**src/rtl/cpu_rf_wb_arb.sv**
```systemverilog
// Purpose: round-robin arbiter granting the single cpu_rf write port to NREQ buffered producers (ALU, MEM, ACC).
// Latency: 2 edges from enqueue handshake to RF capture (FIFO head, then registered output stage).
// Backpressure: per-requester registered req_ready drops while that FIFO holds DEPTH entries; the RF never stalls.
//
// Ports:
//   clk, rst              clock, asynchronous active-high reset
//   flush                 synchronous discard of every queued and staged write
//   req_valid/req_ready   per-requester write handshake
//   req_sel/req_data      per-requester destination register and data, packed by requester index
//   rf_wrt_en/sel/data    registered write beat into cpu_rf
//   gnt_id                requester that sourced the current write beat
//   pend_mask             one bit per register, set while a write to it is queued or staged

// Small FIFO with a registered "can accept" flag derived from the next occupancy.
module cpu_rf_wb_fifo #(
    parameter int W     = 8,
    parameter int DEPTH = 2
) (
    input  logic         clk,
    input  logic         rst,
    input  logic         clr,
    input  logic         push,
    input  logic [W-1:0] push_dat,
    input  logic         pop,
    output logic [W-1:0] head_dat,
    output logic         empty,
    output logic         rdy
);
    localparam int AW = (DEPTH > 1) ? $clog2(DEPTH) : 1;
    localparam int CW = $clog2(DEPTH + 1);

    logic [W-1:0]  mem [DEPTH];
    logic [AW-1:0] wr_ptr;
    logic [AW-1:0] rd_ptr;
    logic [CW-1:0] count;
    logic [CW-1:0] count_nxt;

    assign head_dat = mem[rd_ptr];
    assign empty    = (count == '0);

    always_comb begin
        count_nxt = count;
        if (clr) begin
            count_nxt = '0;
        end else begin
            count_nxt = count + CW'(push) - CW'(pop);
        end
    end

    // DEPTH is a power of two, so the pointers wrap naturally.
    always_ff @(posedge clk or posedge rst) begin
        if (rst) begin
            wr_ptr <= '0;
            rd_ptr <= '0;
            count  <= '0;
            rdy    <= 1'b0;
        end else begin
            if (clr) begin
                wr_ptr <= '0;
                rd_ptr <= '0;
            end else begin
                if (push) wr_ptr <= wr_ptr + 1'b1;
                if (pop)  rd_ptr <= rd_ptr + 1'b1;
            end
            count <= count_nxt;
            rdy   <= (count_nxt < CW'(DEPTH));
        end
    end

    always_ff @(posedge clk) begin
        if (push && !clr) mem[wr_ptr] <= push_dat;
    end
endmodule

module cpu_rf_wb_arb #(
    parameter int NREQ   = 3,
    parameter int DEPTH  = 2,
    parameter int DATA_W = 32,
    parameter int REG_W  = 4
) (
    input  logic                     clk,
    input  logic                     rst,
    input  logic                     flush,
    input  logic [NREQ-1:0]          req_valid,
    output logic [NREQ-1:0]          req_ready,
    input  logic [NREQ*REG_W-1:0]    req_sel,
    input  logic [NREQ*DATA_W-1:0]   req_data,
    output logic                     rf_wrt_en,
    output logic [REG_W-1:0]         rf_wrt_sel,
    output logic [DATA_W-1:0]        rf_wrt_data,
    output logic [$clog2(NREQ)-1:0]  gnt_id,
    output logic [2**REG_W-1:0]      pend_mask
);
    localparam int IDW  = $clog2(NREQ);
    localparam int NREG = 2**REG_W;
    // Worst case in flight per register: every FIFO slot plus the staged beat.
    localparam int CNTW = $clog2(NREQ*DEPTH + 2);

    typedef struct packed {
        logic [REG_W-1:0]  sel;
        logic [DATA_W-1:0] dat;
    } wr_ent_t;

    logic [NREQ-1:0] push;
    logic [NREQ-1:0] pop;
    logic [NREQ-1:0] empty;
    wr_ent_t         head     [NREQ];
    wr_ent_t         push_ent [NREQ];

    logic [IDW-1:0]  rr_ptr;
    logic [IDW-1:0]  gnt_idx;
    logic            gnt_vld;
    int              cand;

    logic [CNTW-1:0] pend_cnt [NREG];
    logic [CNTW-1:0] pend_nxt [NREG];

    // Flush discards same-cycle handshakes and suppresses the pop.
    for (genvar g = 0; g < NREQ; g++) begin : g_fifo
        assign push[g]         = req_valid[g] & req_ready[g] & ~flush;
        assign pop[g]          = gnt_vld & (gnt_idx == IDW'(g)) & ~flush;
        assign push_ent[g].sel = req_sel[g*REG_W +: REG_W];
        assign push_ent[g].dat = req_data[g*DATA_W +: DATA_W];

        cpu_rf_wb_fifo #(
            .W     ($bits(wr_ent_t)),
            .DEPTH (DEPTH)
        ) u_fifo (
            .clk      (clk),
            .rst      (rst),
            .clr      (flush),
            .push     (push[g]),
            .push_dat (push_ent[g]),
            .pop      (pop[g]),
            .head_dat (head[g]),
            .empty    (empty[g]),
            .rdy      (req_ready[g])
        );
    end

    // First non-empty FIFO at or after rr_ptr, wrapping. Only registered
    // FIFO state is examined, so a same-cycle enqueue cannot win.
    always_comb begin
        gnt_vld = 1'b0;
        gnt_idx = '0;
        cand    = 0;
        for (int k = 0; k < NREQ; k++) begin
            cand = (int'(rr_ptr) + k) % NREQ;
            if (!gnt_vld && !empty[cand]) begin
                gnt_vld = 1'b1;
                gnt_idx = IDW'(cand);
            end
        end
    end

    // Output stage. sel/data/id hold when idle so the RF port stays quiet.
    always_ff @(posedge clk or posedge rst) begin
        if (rst) begin
            rf_wrt_en   <= 1'b0;
            rf_wrt_sel  <= '0;
            rf_wrt_data <= '0;
            gnt_id      <= '0;
            rr_ptr      <= '0;
        end else if (flush) begin
            rf_wrt_en <= 1'b0;
        end else if (gnt_vld) begin
            rf_wrt_en   <= 1'b1;
            rf_wrt_sel  <= head[gnt_idx].sel;
            rf_wrt_data <= head[gnt_idx].dat;
            gnt_id      <= gnt_idx;
            rr_ptr      <= (gnt_idx == IDW'(NREQ-1)) ? '0 : gnt_idx + 1'b1;
        end else begin
            rf_wrt_en <= 1'b0;
        end
    end

    // Per-register in-flight count: +1 per enqueue, -1 when the staged beat
    // retires. The decrement never underflows since the staged beat is counted.
    always_comb begin
        for (int r = 0; r < NREG; r++) begin
            pend_nxt[r] = pend_cnt[r];
            for (int i = 0; i < NREQ; i++) begin
                if (push[i] && (req_sel[i*REG_W +: REG_W] == REG_W'(r))) begin
                    pend_nxt[r] = pend_nxt[r] + 1'b1;
                end
            end
            if (rf_wrt_en && (rf_wrt_sel == REG_W'(r))) begin
                pend_nxt[r] = pend_nxt[r] - 1'b1;
            end
        end
    end

    always_ff @(posedge clk or posedge rst) begin
        if (rst) begin
            for (int r = 0; r < NREG; r++) pend_cnt[r] <= '0;
        end else if (flush) begin
            for (int r = 0; r < NREG; r++) pend_cnt[r] <= '0;
        end else begin
            for (int r = 0; r < NREG; r++) pend_cnt[r] <= pend_nxt[r];
        end
    end

    always_comb begin
        pend_mask = '0;
        for (int r = 0; r < NREG; r++) begin
            pend_mask[r] = (pend_cnt[r] != '0);
        end
    end
endmodule

```
**config.mk**
```make
export PLATFORM = sky130hd
export DESIGN_NAME = cpu_rf_wb_arb
export DESIGN_NICKNAME = d
export VERILOG_FILES = /design/src/rtl/cpu_rf_wb_arb.sv
export SDC_FILE = /design/constraint.sdc
export NUM_CORES = 1
export LEC_CHECK = 0
export CAP_MARGIN = 25
export CORE_ASPECT_RATIO = 0.6
export CORE_MARGIN = 3
export CORE_UTILIZATION = 54
export CTS_CLUSTER_DIAMETER = 120
export DETAILED_ROUTE_END_ITERATION = 7
export PLACE_DENSITY_LB_ADDON = 0.08
export SETUP_SLACK_MARGIN = 0.1
export SLEW_MARGIN = 25
export SYNTH_ARGS = -nofsm -noshare
export SYNTH_HDL_FRONTEND = slang
export SYNTH_HIERARCHICAL = 1
export SYNTH_SLANG_ARGS = --single-unit
export TNS_END_PERCENT = 10
```
**constraint.sdc**
```tcl
create_clock -name clk -period 4.3 [get_ports clk]
set_input_delay 0.43 -clock clk [delete_from_list [all_inputs] [get_ports clk]]
set_output_delay 0.43 -clock clk [all_outputs]
set_load 0.05 [all_outputs]
```
==> impl_metrics.toml <==
[grt]
grt_overflow_total = 0
antenna_found_initial = 1
grt_first_pass_wirelength_um = 76300
largest_net_degree_at_the_start_of_global_routing = 70
grt_util_all_layers = 0.272
via_count_of_the_first_global_routing_pass = 13000

[setup_path]
cp.arrival_ns = 4.13
crit_path_start_kind = "flop"
critPathCaptureType = "flop"
critPathMaxFanout = 8
path_class = "flop to flop"
cp_data_required_time_ns = 4.75

[floorplanning]
pin_count = 172
num_rows = 51
dieArea_um2 = 36700
initial_core_util = 0.560
fp.coreArea_um2 = 33100
die_w_um = 245
die_y_um = 150

[synthesis]
yosysTopAreaCell = "edfxtp_1"
postSynth.asyncResetShare = 0.325
ys_types = 87
syn_inst = 1587
ys_seq_area_frac = 0.490
ys_seq_elements = 320
synth.cell_area_um2 = 18600
yosys-top-cells-area = "edfxtp_1 35%, dfrtp_1 14%, mux2_4 7.0%"
synth_edf_count = 216
post_synthesis_mean_instance_area_um2 = 11.7
yosys.area.top_type_share = 0.350
synth.net_count = 1789
ys_warn_count = 6
synth_top_flop_cell = "edfxtp_1"

[cells_and_area]
final_cell_mix = "216 x edfxtp_1, 170 x clkdlybuf4s50_1, 127 x nor2_1"
fin_nets = 1961
layout.core_utilization = 0.655
syn_to_final_growth_pct = 16.9
final_common_cell = "edfxtp_1"
drive_above_1_share = 0.158
nFillCells = 2560

[timing]
final.hold.worst_slack_ns = 0.221
final-max-slew-violation-count = 0
rsz0062_at_grt = "no"
fin_worst_skew_ns = 0.0160
final_count_of_negative_setup_slack_endpoints = 0
tightestPinTransition_ns = 0.944
report.final.hold_viol_count = 0
period_needed_ns = 3.68
relSlewSlack = 0.371
finalSetupTns_ns = 0
timing.final.crit_share = 0.855
fmax_ghz = 0.272

[clock_tree]
post-cts-setup-buffers = 0
max-clock-path-buffers = 3
worst_setup_hold_path_clk_slew_ns = 0.08
ctsRootBufferMaster = "clkbuf_16"
cts-htree-levels = 1
cts_tree = "done"
cts.repair.resized = 0
clock-sinks = 320
cts_inserted_buffers = 30
hold_buffers = 0
worst_skew_pair.late_latency_ns = 0.57

[routing]
firstDrtPassIters = 6
drt_first_iter_violations = 1330
avgViaCountPerCell = 6.12
ant_nets = 0
remaining_drc_errors = 0
route.detailed.wl_per_inst_um = 22.6
via_count = 13700
wl_um = 50500

[placed_design]
routabilityCongestion = 0.945
port_buffers = 171
place_hpwl_um = 35400

[power]
power_per_cell_area_nw_per_um2 = 554
max-vdd-ir-drop_v = 0.000457
power.leakage_uw = 0.00853

[min_path]
hold_class = "input pin to flop"

[run]
cap_violations = 0

[status]
run_status = "completed"
==> cell usage after synthesis, types with 12 or more instances <==
cell type	instances
ha_1	88
a221oi_1	15
a21o_1	12
and3_1	47
a21oi_1	61
a31oi_1	32
a222oi_1	16
mux2_2	40
nor2_1	127
dfrtp_1	104
xnor2_1	60
clkbuf_1	32
nand2_1	103
nand3_1	65
mux2_4	87
nand2b_1	22
a21boi_0	33
edfxtp_1	216
o21ai_0	43
o2111ai_1	14
inv_1	63
nor3_1	24
buf_2	24
xor2_1	26
==> path summary, 6_finish.rpt <==
path                                      start                         to  slack (ns)  depth (start not counted)
max reg2reg                g_fifo[0].u_fifo/rdy               pend_cnt[41]        0.62                         12
min reg2reg                           gnt_id[0]                  gnt_id[0]        0.54                          2
max in group asynchronous                   rst                pend_cnt[6]        2.96                          3
min                                       flush               pend_cnt[10]        0.22                          2
max                        g_fifo[0].u_fifo/rdy               pend_cnt[41]        0.62                         12
min in group asynchronous                   rst  g_fifo[0].u_fifo/count[0]        0.26                          2
==> where the power goes <==
part / switching, uW / total, uW / internal, uW
clock network: 1160 / 2540 / 1380
logic: 3330 / 5350 / 2020
registers: 429 / 4140 / 3710
total: 4920 / 12000 / 7110
==> registers in the layout, summed over array words and instances (netlist names) <==
signal and flops:
g_fifo.u_fifo/mem 216, pend_cnt 48, rf_wrt_data 32, g_fifo.u_fifo/count 6, rf_wrt_sel 4, g_fifo.u_fifo/rd_ptr 3, g_fifo.u_fifo/rdy 3, g_fifo.u_fifo/wr_ptr 3
gnt_id 2, rr_ptr 2, rf_wrt_en 1
==> layer usage <==
layer / part of all wire / routed length, um / track usage / vias to the layer above
met3: 0.087 / 4400 / 0.0602 / 64
met1: 0.46 / 23400 / 0.408 / 6766
met4: 0.016 / 811 / 0.0522 / 0
met5: 0 / 0 / 0 / -
met2: 0.43 / 21900 / 0.410 / 581
li1: - / - / - / 6256
==> per-stage QoR <==
step                worst slack, ns  area, um2  cells  total power (uW)
global placement              0.299      20800   2177              9360
detailed placement            0.197      20800   2177              9470
CTS                           0.699      21700   2231             12000
finish                        0.624      21700   2233             12000
floorplan                    -0.409      18600   1587              7760
global route                  0.391      21700   2232             12600
==> logic make-up after synthesis <==
logic type,after synthesis,synth area share
mux,134,0.0985
flops,320,0.490
xor+xnor,89,0.0442
buf+inv,148,0.0445
compound gates,284,0.108
simple gates,524,0.156
fa+ha+maj,88,0.0593
==> cell type report <==
class                      instances  area [um2]  share of cell area
antenna                            2        5.00            0.000231
clock buffer                      44         855              0.0394
clock inverter                    10        68.8             0.00317
inverter                          63         239              0.0110
multi-input combinational       1119        8690               0.401
sequential                       320        9090               0.419
tap                              450         563              0.0260
timing repair buffer             225        2180               0.100
==> worst max-delay path: stages, from the launching register on <==
cell and delay (ns):
dfrtp_1 0.49, nand4b_1 0.42, buf_4 0.36, o21ai_1 0.27
a21oi_1 0.21, nor2_1 0.28, ha_1 0.31, a21boi_0 0.19
ha_1 0.18, and3_1 0.16, xor2_1 0.17, xor2_1 0.18
mux2_2 0.34
(Power assumes the default switching activity.)
